## config.mk

```make
export PLATFORM = sky130hd
export DESIGN_NAME = riscv_trace_buffer
export DESIGN_NICKNAME = d
export VERILOG_FILES = /design/src/rtl/riscv_trace_pkg.sv /design/src/rtl/riscv_trace_buffer_fifo.sv /design/src/rtl/riscv_trace_buffer.sv
export SDC_FILE = /design/constraint.sdc
export NUM_CORES = 2
export LEC_CHECK = 0
export BUFFER_PORTS_ARGS = -buffer_cell sky130_fd_sc_hd__buf_2
export CAP_MARGIN = 15
export CORE_MARGIN = 3
export CORE_UTILIZATION = 61
export CTS_CLUSTER_SIZE = 16
export DETAILED_ROUTE_END_ITERATION = 8
export PLACE_DENSITY = 0.86
export SETUP_SLACK_MARGIN = 0.05
export SLEW_MARGIN = 20
export SYNTH_ARGS = -nofsm -noshare
export SYNTH_HDL_FRONTEND = slang
export SYNTH_SLANG_ARGS = --single-unit
```

## constraint.sdc

```tcl
create_clock -name clk -period 10.55 [get_ports clk]
set_input_delay 2.11 -clock clk [delete_from_list [all_inputs] [get_ports clk]]
set_output_delay 2.11 -clock clk [all_outputs]
set_load 0.03 [all_outputs]
```

## src/rtl/riscv_trace_pkg.sv

```systemverilog
// Shared types and constants for the commit-trace capture buffer.
// The entry layout is fixed here; the top-level DATA_W/ADDR_W parameters
// are expected to match TR_DATA_W/TR_ADDR_W.
package riscv_trace_pkg;

  localparam int STAMP_W   = 16;
  localparam int OVF_W     = 16;
  localparam int TR_DATA_W = 32;
  localparam int TR_ADDR_W = 9;

  // Flag bit positions inside trace_entry_t.flags
  localparam int TR_REG_WE = 0;
  localparam int TR_MEM_WR = 1;
  localparam int TR_MEM_RD = 2;

  typedef struct packed {
    logic [2:0]           flags;     // {mem_rd, mem_wr, reg_we}
    logic [4:0]           reg_num;
    logic [TR_DATA_W-1:0] reg_data;
    logic [TR_ADDR_W-1:0] addr;
    logic [TR_DATA_W-1:0] mem_data;
    logic [STAMP_W-1:0]   stamp;
  } trace_entry_t;

endpackage

```

## src/rtl/riscv_trace_buffer_fifo.sv

```systemverilog
// Generic synchronous first-word-fall-through FIFO with a registered head.
// The caller qualifies push/pop: pop only when not empty, push only when
// not full or when popping in the same cycle.
module trace_fifo #(
  parameter type T         = logic,
  parameter int  DEPTH     = 16,
  localparam int PTR_W     = $clog2(DEPTH),
  localparam int CNT_W     = PTR_W + 1
) (
  input  logic             clk,
  input  logic             srst,
  input  logic             push,
  input  T                 din,
  input  logic             pop,
  output T                 head,
  output logic [CNT_W-1:0] count,
  output logic             full,
  output logic             empty
);

  T                 mem [DEPTH];
  T                 head_reg;
  logic [PTR_W-1:0] wr_ptr;
  logic [PTR_W-1:0] rd_ptr;
  logic [PTR_W-1:0] rd_ptr_inc;
  logic [CNT_W-1:0] count_reg;

  assign rd_ptr_inc = rd_ptr + 1'b1;
  assign empty      = (count_reg == '0);
  assign full       = (count_reg == CNT_W'(DEPTH));
  assign count      = count_reg;
  assign head       = head_reg;

  // Storage array: write-only port, no reset so it maps onto block RAM
  always_ff @(posedge clk) begin
    if (push) begin
      mem[wr_ptr] <= din;
    end
  end

  // Pointers, occupancy and the registered head (synchronous read of next slot)
  always_ff @(posedge clk) begin
    if (srst) begin
      wr_ptr    <= '0;
      rd_ptr    <= '0;
      count_reg <= '0;
      head_reg  <= '0;
    end else begin
      if (push) wr_ptr <= wr_ptr + 1'b1;
      if (pop)  rd_ptr <= rd_ptr_inc;
      count_reg <= count_reg + CNT_W'(push) - CNT_W'(pop);
      if (pop) begin
        // With a single entry left, the next head can only be the incoming word
        if (count_reg == CNT_W'(1)) begin
          head_reg <= push ? din : '0;
        end else begin
          head_reg <= mem[rd_ptr_inc];
        end
      end else if (empty && push) begin
        head_reg <= din;
      end
    end
  end

endmodule

```

## src/rtl/riscv_trace_buffer.sv

```systemverilog
// Commit-trace capture: packs each active core cycle into one entry and
// buffers it; drops (counted, sticky flag) when full instead of stalling.
// Optional feature macro: RISCV_TRACE_STAMP_EN adds a 16-bit cycle stamp.
module riscv_trace_buffer
  import riscv_trace_pkg::*;
#(
  parameter int DATA_W = 32,
  parameter int ADDR_W = 9,
  parameter int DEPTH  = 16
) (
  input  logic                   clk,
  input  logic                   reset,
  input  logic                   reg_write_sig,
  input  logic [4:0]             reg_num,
  input  logic [DATA_W-1:0]      reg_data,
  input  logic                   wr,
  input  logic                   rd,
  input  logic [ADDR_W-1:0]      addr,
  input  logic [DATA_W-1:0]      wr_data,
  input  logic [DATA_W-1:0]      rd_data,
  output logic                   trace_valid,
  input  logic                   trace_ready,
  output trace_entry_t           trace_entry,
  output logic [$clog2(DEPTH):0] count,
  output logic [OVF_W-1:0]       overflow_cnt,
  output logic                   overflow
);

  logic               reg_we;
  logic               push_req;
  logic               push;
  logic               pop;
  logic               full;
  logic               empty;
  logic [STAMP_W-1:0] stamp_now;
  trace_entry_t       entry;
  logic [OVF_W-1:0]   ovf_cnt_reg;
  logic               ovf_reg;

`ifdef RISCV_TRACE_STAMP_EN
  logic [STAMP_W-1:0] stamp_reg;

  // Free-running cycle counter; entries take its value at the capture edge
  always_ff @(posedge clk) begin
    if (reset) stamp_reg <= '0;
    else       stamp_reg <= stamp_reg + 1'b1;
  end
  assign stamp_now = stamp_reg;
`else
  assign stamp_now = '0;
`endif

  // Event qualification and entry packing; unused fields are zeroed
  always_comb begin
    reg_we   = reg_write_sig && (reg_num != 5'd0);
    push_req = reg_we || wr || rd;
    entry    = '0;
    entry.flags[TR_REG_WE] = reg_we;
    entry.flags[TR_MEM_WR] = wr;
    entry.flags[TR_MEM_RD] = rd;
    if (reg_we) begin
      entry.reg_num  = reg_num;
      entry.reg_data = TR_DATA_W'(reg_data);
    end
    if (wr || rd) begin
      entry.addr = TR_ADDR_W'(addr);
    end
    if (wr) begin
      entry.mem_data = TR_DATA_W'(wr_data);
    end else if (rd) begin
      entry.mem_data = TR_DATA_W'(rd_data);
    end
    entry.stamp = stamp_now;
  end

  assign trace_valid = !empty;
  assign pop         = trace_valid && trace_ready;
  // A full FIFO still accepts when the head leaves in the same cycle
  assign push        = push_req && (!full || pop);

  trace_fifo #(
    .T     (trace_entry_t),
    .DEPTH (DEPTH)
  ) u_fifo (
    .clk   (clk),
    .srst  (reset),
    .push  (push),
    .din   (entry),
    .pop   (pop),
    .head  (trace_entry),
    .count (count),
    .full  (full),
    .empty (empty)
  );

  // Drop accounting: saturating counter plus sticky flag
  always_ff @(posedge clk) begin
    if (reset) begin
      ovf_cnt_reg <= '0;
      ovf_reg     <= 1'b0;
    end else if (push_req && !push) begin
      ovf_reg <= 1'b1;
      if (ovf_cnt_reg != '1) ovf_cnt_reg <= ovf_cnt_reg + 1'b1;
    end
  end

  assign overflow_cnt = ovf_cnt_reg;
  assign overflow     = ovf_reg;

endmodule

```

[Word-level counts from Yosys, hierarchy flattened]
Memories as Yosys holds them, arrays and structs flattened.
Index checks and enable logic that the tools add are counted.
Operators by class
  mux-type cells: 10
  add/sub/neg operators: 5
  reductions and logical operators: 16
  eq/ne operators: 3
Operators with widths (number)
  $mux 97: 4
  $mux 32: 2
  $mux 37: 1
  $add 16x1->16 const B: 1
  $ne 16x16->1 const B: 1
  $mux 9: 1
  $add 4x1->4 const B: 2
  $add 5x1->5: 1
  $eq 5x1->1 const B: 1
  $eq 5x5->1 const B: 1
  $logic_and 1x1->1: 5
  $logic_not 5->1: 1
  $reduce_bool 5->1: 1
  $sub 5x1->5: 1
  $logic_or 1x1->1: 4
  $logic_not 1->1: 3
  $mux 1: 2
  $reduce_and 2->1: 1
  $reduce_bool 2->1: 1
Storage, ports and cells
  register bits after elaboration: 127
  memories: 1
  RAM bits: 1296
  output and inout port bits: 120
Memories
  u_fifo.mem: depth 16, bits a word 81, rd ports 1, clocked after memory_dff 0, write ports 1, line riscv_trace_buffer_fifo.sv:21  | T mem [DEPTH];

[Longest topological paths before layout]
  depth in word-level cells: 8
  gate-level depth with buffers: 16
  depth with buffers taken out: 16

[By module]
A second synthesis with hierarchy kept.
Unflattened totals
  cell total of the unflattened synthesis: 3211
  area, all modules: 65890.7 µm²
Modules (own cells, without submodules)
  trace_fifo: area each 64345.5 µm², cells an instance 3013, times used 1, seq. area each 48806.8 µm²
  riscv_trace_buffer: area each 1545.2 µm², cells an instance 198, times used 1, seq. area each 340.3 µm²

[Worst setup path before layout]
No wires, ideal clock.
  path kind: input to register
  from: input port wr
  to: memory u_fifo.mem[0][0] in the netlist's numbering, enable pin
  data arrival time: 8521 ps
  library setup time: 620 ps
  cell stages on the path: 5
  path slack: 1410 ps
  path buffers: 1
  cell sequence: clkbuf_1 > nor2_1 > a21oi_1 > nand2_1 > nor3_1
Between the ends
  word-level cells in the longest chain between the ends: 5
Ends and longest elaborated chain
  start: declaration: line riscv_trace_buffer.sv:16  | input logic wr,
  $logic_or 1x1->1 (2 in series): line riscv_trace_buffer.sv:56  | push_req = reg_we || wr || rd;
  $logic_and 1x1->1: line riscv_trace_buffer.sv:79  | assign push = push_req && (!full || pop);
  named net push: line riscv_trace_buffer.sv:31  | logic push;
  $mux 1: line riscv_trace_buffer_fifo.sv:36  | if (push) begin
  $mux 1 (implied by the code): line riscv_trace_buffer_fifo.sv:37  | mem[wr_ptr] <= din;
  end: declaration: line riscv_trace_buffer_fifo.sv:21
The timed path passes the listed nets, and every way through them passes these cells.

[Worst setup path in the final report]
  from: input port reg_num[1]
  to: memory u_fifo.mem[4][16] in the netlist's numbering, enable pin
Between the ends
  word-level cells in the longest chain between the ends: 7
Ends and longest elaborated chain
  start: declaration: line riscv_trace_buffer.sv:14  | input logic [4:0] reg_num,
  $reduce_bool 5->1: line riscv_trace_buffer.sv:55  | reg_we = reg_write_sig && (reg_num != 5'd0);
  $logic_and 1x1->1: line riscv_trace_buffer.sv:55
  $logic_or 1x1->1 (2 in series): line riscv_trace_buffer.sv:56
  $logic_and 1x1->1: line riscv_trace_buffer.sv:79
  named net push: line riscv_trace_buffer.sv:31
  $mux 1: line riscv_trace_buffer_fifo.sv:36
  $mux 1 (implied by the code): line riscv_trace_buffer_fifo.sv:37
The timed path passes the listed nets, and every way through them passes these cells.

==> out/results.txt <==
Status = finished, final reports clean
Initial Utilization = 61.9%
Hold Fails Final Rpt = 0
FF-to-FF setup slack = 5.72 ns
Boundary pin count = 236
Largest register FFs = 1,296
Netlist cell types = 59
1st-iter DRT viols = 5,263
Port Buffer Count = 219
Final ANT Viol Nets = 0
Worst vdd ir = 0.177 mV
F_max = 176 MHz
Hpwl dp = 70.4 mm
DRC = 0
Cells on worst reg2reg path = 8
Post-CTS sizing = 0
Core area = 88,900 um^2
Inserted Clock Buffers = 135
Global-route wire length before repair = 217 mm
Ys async rst share = 0%
Gr ovfl total = 0
Total of max-cap violations = 0
Worst slew margin = 21.0%
Share of cells above drive strength 1 = 25.1%
Int Pwr = 11.0 mW
Vias/cell = 7.19
Root Driver = clkbuf_16
Global Route Usage Sum = 31.6%
Synthesis-to-finish area growth = 12.6%
Vias in the first global route = 32,888
DRT Wirelength = 146 mm
Hold buffers post-CTS = 0
Clock buffer depth = 3
CTS tree = built
Clock Power Share = 31.1%
Kind of critical path = primary input to register
Crit path launch type = primary input
Util after Layout = 69.7%
Clock sinks = 1,407
Psw = 4.93 mW
Pre-Repair DR Iteration Count = 9
Worst slew pin tran = 1.19 ns
Via count = 31,947
Clock Latency Late Sink = 0.76 ns
Final Setup Violations = 0
Placement-stage cell area = 57,400 um^2
Die W = 306 um
Worst-path clk slew = 0.06 ns
Setup bufs post-CTS = 0
Pleak = 20.5 nW
Die Y = 306 um
R2R Path Start = u_fifo.rd_ptr[0]
Ys flop type = edfxtp_1
Synth Instances = 2,940
Crit path launch = reg_num[1]
Unrepaired setup endpoints after global routing = no
Post-synth EDFFs = 1,296
Warnings, synthesis = 0
Final period util = 53.9%
Antenna violations before repair = 2
CP arrival = 6.05 ns
Setup Skew = 0.0374 ns
Sw Share = 30.9%
Seq/Total Area, Yosys = 74.8%
Synthesized area = 55,000 um^2
GP Congestion = 0.804
Site Rows = 109
Combinational power share = 26.1%
Flop pwr share = 42.8%
Final TNS setup = 0 ns
Number of synthesized register bits = 1,407
Most common cell after layout, fill and taps aside = edfxtp_1
Hold_ws = 0.494 ns
Pwr per Cell Area = 257 nW/um^2
Mean Syn Cell Area = 18.7 um^2
Worst setup endpoint = u_fifo.mem[4][16]
Largest net degree at the start of global routing = 166
Final net count = 3,293
Worst R2R End = u_fifo.head[80]
Most frequent cells in the layout = edfxtp_1, mux4_2, nand2_1
CTS H-Tree Depth = 4
Crit path max fanout = 36
Worst hold path class = register to register
Final slew viol count = 0
Final instance area = 62,000 um^2
Design Power = 15.9 mW
Wirelength per Cell = 32.9 um
Post-layout min period = 5.69 ns
Crit. End Element = register
Full die area = 93,900 um^2
Required time worst endpoint = 10.91 ns
Yosys cell counts, types with 4 or more instances:
cell type	n	area, um^2
edfxtp_1	1296	38900
mux4_2	308	6940
nand2_1	284	1070
nor2_1	144	541
dfxtp_1	111	2220
clkbuf_1	97	364
mux2i_1	82	821
a211oi_1	76	571
nor3_1	70	350
buf_2	68	340
inv_1	46	173
a221oi_1	33	289
a22o_1	32	280
o32ai_1	32	280
a21oi_1	28	140
nor2b_1	22	138
buf_1	18	67.6
buf_4	18	135
a2111oi_0	16	140
and2_1	14	87.6
and3_1	13	81.3
ha_1	12	150
nand3_1	12	60.1
a22oi_1	10	75.1
or4_1	10	75.1
a31oi_1	8	50.1
o31ai_1	8	60.1
xnor2_1	7	61.3
o41ai_1	6	52.6
nor4_1	5	31.3
xor2_1	5	43.8
a21boi_0	4	30.0
nand3b_1	4	30.0
o22ai_1	4	25.0
stage by stage:
stage | cells | worst slack [ns]
2_1_floorplan | 2955 | 1.41
3_3_place_gp | 4188 | 4.58
3_5_place_dp | 4191 | 4.48
4_1_cts | 4440 | 5.05
5_1_grt | 4442 | 4.85
6_report | 4443 | 4.86
cells by family (layout without fill, tap and decap cells):
group / count (synthesis) / in the layout / share of synthesized area, %
other: 1 / 18 / 0.00681
AOI/OAI and AO/OA: 270 / 270 / 3.84
DFF: 1407 / 1407 / 74.8
buffers and inverters: 249 / 570 / 1.99
adders and majority gates: 13 / 13 / 0.309
muxes: 394 / 394 / 14.2
xor gates and xnor gates: 13 / 13 / 0.221
and+or+nand+nor: 593 / 593 / 4.68
area by class of cell:
type,count,area [um^2]
Clock buffer,166,3560
Timing Repair Buffer,274,1580
Antenna cell,2,5.00
Clock inverter,83,926
Multi-Input combinational cell,1299,13100
Inverter,47,176
Fill cell,4834,27000
Sequential cell,1407,41100
Tap cell,1165,1460
per-layer routing:
layer	wire length, um	share of wire, %	track usage [%]
met5	13	0.0089	0
met4	7630	5.2	15.6
met3	18400	13	7.43
met2	72000	49	51.0
met1	48300	33	41.2
critical path: stages:
cell and delay [ns]:
buf_2 0.09, or4_4 0.16, o21ai_4 0.06, buf_4 0.36, a21oi_1 0.77, nand2_1 0.44
nor2_4 0.79, buf_4 0.59, buf_4 0.62
worst min path at each step:
stage	from	endpoint	slack (ns)	cells past startpoint
detailed placement	u_fifo.head[70]	u_fifo.head[70]	0.48	2
global route	u_fifo.head[33]	u_fifo.head[33]	0.52	2
finish	u_fifo.head[64]	u_fifo.head[64]	0.49	2
global placement	overflow	overflow	0.45	2
floorplan	u_fifo.rd_ptr[1]	u_fifo.rd_ptr[1]	0.45	2
CTS	u_fifo.head[64]	u_fifo.head[64]	0.50	2
power by group through the flow:
stage	clock [mW]	combinational (mW)	sequential, mW
6_report	4.96	4.16	6.81
2_1_floorplan	0	2.71	7.06
3_5_place_dp	0	3.96	6.89
3_3_place_gp	0	3.81	6.85
4_1_cts	4.97	4.13	6.81
5_1_grt	5.18	4.38	6.83
(Power assumes the default switching activity.)
